[src/rtl/alu_operand_sequencer.sv]
// rtl/alu_operand_sequencer.sv - operand/function entry sequencer driving a four-function ALU
// Collects A, B and the function code on successive button presses, then captures the ALU outputs.
module alu_operand_sequencer #(
    parameter int WIDTH       = 4,
    parameter int SYNC_STAGES = 2
) (
    input  logic             i_clock,
    input  logic             i_resetn,
    input  logic [WIDTH-1:0] i_sw,
    input  logic             i_enter,
    input  logic             i_clear,
    output logic [WIDTH-1:0] o_a,
    output logic [WIDTH-1:0] o_b,
    output logic [1:0]       o_s,
    input  logic [WIDTH-1:0] i_r,
    input  logic             i_cout,
    input  logic             i_ovr,
    output logic [WIDTH-1:0] o_result,
    output logic             o_coutq,
    output logic             o_ovrq,
    output logic             o_valid,
    output logic             o_busy,
    output logic [2:0]       o_state
);

    typedef enum logic [2:0] {
        GET_A = 3'd0,
        GET_B = 3'd1,
        GET_S = 3'd2,
        EXEC  = 3'd3,
        CAPT  = 3'd4,
        SHOW  = 3'd5
    } state_t;

    state_t                 r_state;
    state_t                 w_next;
    logic [SYNC_STAGES-1:0] r_sync;
    logic                   r_hist;
    logic                   w_press;
    logic [WIDTH-1:0]       r_a;
    logic [WIDTH-1:0]       r_b;
    logic [1:0]             r_s;
    logic [WIDTH-1:0]       r_result;
    logic                   r_coutq;
    logic                   r_ovrq;
    logic                   r_valid;

    // Button is active-low; everything idles at 1 so reset release never looks like a press.
    always_ff @(posedge i_clock or negedge i_resetn) begin
        if (!i_resetn) begin
            r_sync <= '1;
            r_hist <= 1'b1;
        end else begin
            r_sync <= {r_sync[SYNC_STAGES-2:0], i_enter};
            r_hist <= r_sync[SYNC_STAGES-1];
        end
    end

    assign w_press = r_hist & ~r_sync[SYNC_STAGES-1];

    always_ff @(posedge i_clock or negedge i_resetn) begin
        if (!i_resetn) begin
            r_state <= GET_A;
        end else begin
            r_state <= w_next;
        end
    end

    always_comb begin
        w_next = r_state;
        if (i_clear) begin
            w_next = GET_A;
        end else begin
            case (r_state)
                GET_A:   if (w_press) w_next = GET_B;
                GET_B:   if (w_press) w_next = GET_S;
                GET_S:   if (w_press) w_next = EXEC;
                EXEC:    w_next = CAPT;
                CAPT:    w_next = SHOW;
                SHOW:    if (w_press) w_next = GET_A;
                default: w_next = GET_A;
            endcase
        end
    end

    // Presses seen in EXEC/CAPT fall through the case and are simply dropped.
    always_ff @(posedge i_clock or negedge i_resetn) begin
        if (!i_resetn) begin
            r_a      <= '0;
            r_b      <= '0;
            r_s      <= 2'b00;
            r_result <= '0;
            r_coutq  <= 1'b0;
            r_ovrq   <= 1'b0;
            r_valid  <= 1'b0;
        end else if (i_clear) begin
            r_a      <= '0;
            r_b      <= '0;
            r_s      <= 2'b00;
            r_result <= '0;
            r_coutq  <= 1'b0;
            r_ovrq   <= 1'b0;
            r_valid  <= 1'b0;
        end else begin
            r_valid <= (r_state == CAPT);
            case (r_state)
                GET_A: if (w_press) r_a <= i_sw;
                GET_B: if (w_press) r_b <= i_sw;
                GET_S: if (w_press) r_s <= i_sw[1:0];
                CAPT: begin
                    r_result <= i_r;
                    r_coutq  <= i_cout;
                    r_ovrq   <= i_ovr;
                end
                default: ;
            endcase
        end
    end

    assign o_a      = r_a;
    assign o_b      = r_b;
    assign o_s      = r_s;
    assign o_result = r_result;
    assign o_coutq  = r_coutq;
    assign o_ovrq   = r_ovrq;
    assign o_valid  = r_valid;
    assign o_busy   = (r_state == EXEC) || (r_state == CAPT);
    assign o_state  = r_state;

endmodule

[config.mk]
export PLATFORM = sky130hd
export DESIGN_NAME = alu_operand_sequencer
export DESIGN_NICKNAME = d
export VERILOG_FILES = /design/src/rtl/alu_operand_sequencer.sv
export SDC_FILE = /design/constraint.sdc
export NUM_CORES = 1
export LEC_CHECK = 0
export ABC_AREA = 1
export CAP_MARGIN = 20
export CORE_MARGIN = 4
export CORE_UTILIZATION = 47
export DETAILED_ROUTE_END_ITERATION = 8
export PLACE_DENSITY = 0.82
export SLEW_MARGIN = 20
export SYNTH_ARGS = -nofsm -noshare
export SYNTH_HDL_FRONTEND = slang
export SYNTH_SLANG_ARGS = --single-unit
[constraint.sdc]
create_clock -name i_clock -period 3.3 [get_ports i_clock]
set_input_delay 0.495 -clock i_clock [delete_from_list [all_inputs] [get_ports i_clock]]
set_output_delay 0.495 -clock i_clock [all_outputs]
set_load 0.03 [all_outputs]
After elaboration in Yosys (flattened, before gate mapping):

Cells that the tools add are included.
Widths: inputs -> output; s select.

* flip-flop bits (word level): 23
* input bits: 14
* output and inout bits: 21
* word-level logic and storage cells: 53

* eq/ne operators: 9
* multiplexer cells: 21
* bitwise gates (word level): 2
* reduce and logical (&&, ||, !) cells: 11

Operator list (number)
* $mux 4: 7
* $pmux 3 s6: 1
* $mux 3: 5
* $ne 3x3->1 const B: 4
* $reduce_bool 2->1: 5
* $eq 3x2->1 const B: 2
* $eq 3x3->1 const B: 2
* $mux 2: 3
* $reduce_and 2->1: 3
* $mux 1: 5
* $reduce_and 4->1: 1
* $eq 3x1->1 const B: 1
* $logic_not 3->1: 1
* $and 1x1->1: 1
* $logic_or 1x1->1: 1
* $not 1->1: 1

Longest topological paths before layout:

* depth in word-level cells: 5
* mapped depth: 6
* mapped depth without buffers: 6

Worst setup path before layout:

Ideal clock, no wire load.

* kind: register to output
* start: reg r_state[1] (netlist: o_state[1])
* end: out o_busy
* arrival time: 1.178 ns
* data required time: 2.805 ns
* slack: 1.627 ns
* cell stages (with the launch flop): 4
* buffers on the path: 0
* cells stage by stage: dfrtp_1 nor2_2 nand2_4 nand2_1

* cells in the longest elaborated chain, start to end: 2
* elaborated cells on any way between the ends: 3
* those cells by class: 2 x eq/ne; 1 x reduce/logical

RTL lines
* start: declaration: line 35 `state_t r_state;`
* start signal: assignment: line 65 `r_state <= w_next;`
* $eq 3x2->1 / $eq 3x3->1 (equally long branches): line 127 `assign o_busy = (r_state == EXEC) || (r_state == CAPT);`
* $logic_or 1x1->1 (*): line 127
* end: declaration: line 22 `output logic o_busy,`

Every way passes the cells marked *; elsewhere a longest branch is shown, timed or not.

Final worst setup path:

Ends and elaborated chain as after synthesis.

==> reports/metrics.cfg <==
[power]
vdd_drop_max_mv = 0.304
p_per_area_nw_per_um2 = 398
p_leak_nw = 0.720

[sta]
period_needed_ns = 2.46
fin_crit_sh = 0.744
fmax_mhz = 407
worstMarginPinSlew_ns = 0.498
final.setup_skew_ns = 0.00593
setup_tns_ns = 0
max_slew_margin = 0.668
final-hold-violation-count = 0
rsz0062_at_grt = false
setup_viol = 0
slew_viol_final = 0
hold_ws_ns = 0.136

[clock_tree]
insertion_delay_ns = 0.30
cts_inserted_buffers = 3
clkSlewWorstSetupHoldPaths_ns = 0.12
cts_tree = done
cts_setup_buffers = 0
cts.sinks = 23
cts_resized = 0
cts_root_buf = clkbuf_4
h-tree-depth = 1
hold_buffers = 0
cts_buffer_depth = 2

[synth]
synth_nets = 131
synth_seq_area_share = 0.567
ys_types = 17
ys.warnings.count = 0
synth_cells = 117
syn_avg_cell_area_um2 = 8.74
synth-seq-cells = 23
syn-cell-area_um2 = 1020

[floorplan]
fp.dieW_um = 54.6
ios = 35
core-area_um2 = 2020
initial_core_util = 0.506
die_y_um = 54.6
fp-row-count = 16
die_area_um2 = 2980

[global_routing]
gr-total-overflow = 0
grt_max_degree = 24
antenna_found_initial = 0
grt_pass1_vias = 869
grt_util_all_layers = 0.181
grt_pass1_wl_um = 3840

[placed_design]
hpwlAfterDp_um = 1780
port_buffers = 34
placed_cell_area_um2 = 1380
place.gp.congestion = 0.802

[hold_path]
hp-class = in2async

[cells_and_area]
utilization = 0.696
area_growth_pct = 37.6
insertedDiodeCount = 0
design_area_um2 = 1410
num-fill-cells = 164
drive_gt1_frac = 0.137
nNetsFinal = 168
layout_common_cells = 41 x nand2_1, 33 x clkdlybuf4s50_1, 20 x dfrtp_1
regArea_um2 = 579
multi_input_area_um2 = 389
final_common_cell = nand2_1

[detailed_routing]
drc = 0
totalWireLength_um = 2290
dr.pass1.iters = 4
via_per_inst = 4.91
wl_per_cell_um = 12.7
via_count = 883
drt_iter0_markers = 18
antenna_left = 0

[setup_path]
crit_fanout = 8
critPathRequiredTime_ns = 2.80
endpoint_kind = output pin
critPathKind = reg2out
worst_setup_path_start_kind = register
crit_arrival_ns = 1.96

[run_status]
status = completed

[job]
cap_viol_max_count = 0

[metrics by stage]
stage                     power [mW]  cells  setup WS [ns]
after floorplan                0.386    117           1.63
after global placement         0.437    176           1.25
after detailed placement       0.441    176           1.18
after CTS                      0.570    180          0.824
after global routing           0.595    180          0.714
final                          0.560    180          0.843
[per-layer routing]
metal / wire length [um] / vias to the layer above / track usage
li1: - / 437 / -
met1: 955 / 422 / 0.233
met4: 47 / 0 / 0.0788
met5: 0 / - / 0
met3: 83 / 4 / 0.0300
met2: 1200 / 20 / 0.297
[flip-flops by register name (all words and copies together) (netlist names)]
register	flops
o_a	4
o_b	4
o_coutq	1
o_ovrq	1
o_result	4
o_s	2
o_state	3
o_valid	1
r_hist	1
r_sync	2
[cells in the mapped netlist (all sizes together)]
| cell type | number | area (um2) |
|---|---|---|
| nor2 | 15 | 92.6 |
| nand2 | 43 | 171 |
| o21ai | 1 | 5.00 |
| nand3 | 21 | 115 |
| a21oi | 1 | 5.00 |
| buf | 2 | 12.5 |
| inv | 11 | 41.3 |
| dfstp | 3 | 78.8 |
| dfrtp | 20 | 500 |
[where the power goes]
| part | internal (mW) | switching, mW | leakage [nW] |
|---|---|---|---|
| combinational | 0.0491 | 0.0766 | 0.395 |
| clock | 0.0452 | 0.0806 | 0.0177 |
| sequential | 0.296 | 0.0129 | 0.307 |
[path summary, 6_finish.rpt]
kind / cells after the start / slack (ns) / start / endpoint
worst max-delay path: 4 / 0.84 / o_state[1] / o_busy
worst min-delay path: 1 / 0.14 / i_resetn / o_a[0]
worst max register to register: 6 / 2.02 / r_hist / o_s[0]
worst min register to register: 0 / 0.37 / r_sync[0] / r_sync[1]
max in group asynchronous: 1 / 2.80 / i_resetn / r_sync[0]
min in group i_clock: 0 / 0.37 / r_sync[0] / r_sync[1]
[layout make-up]
class,instances,share of cell area
clock buffer,3,0.0160
clock inverter,1,0.00356
inverter,11,0.0294
multi-input combinational,81,0.277
sequential,23,0.412
tap,27,0.0240
timing repair buffer,34,0.238
[worst max-delay path, cell delays in order (launching register included)]
cell and delay (ns):
dfrtp_1 0.49, nor2_2 0.25, nand2_4 0.14, nand2_1 0.12, clkdlybuf4s50_1 0.67
[cells by family (layout without fill, tap and decap cells)]
group	after synthesis	in the layout	share of synthesized area
flops	23	23	0.567
buf+inv	13	49	0.0526
simple gates	79	79	0.371
compound gates	2	2	0.00978
Note: power is estimated with default switching activity, not from simulation.
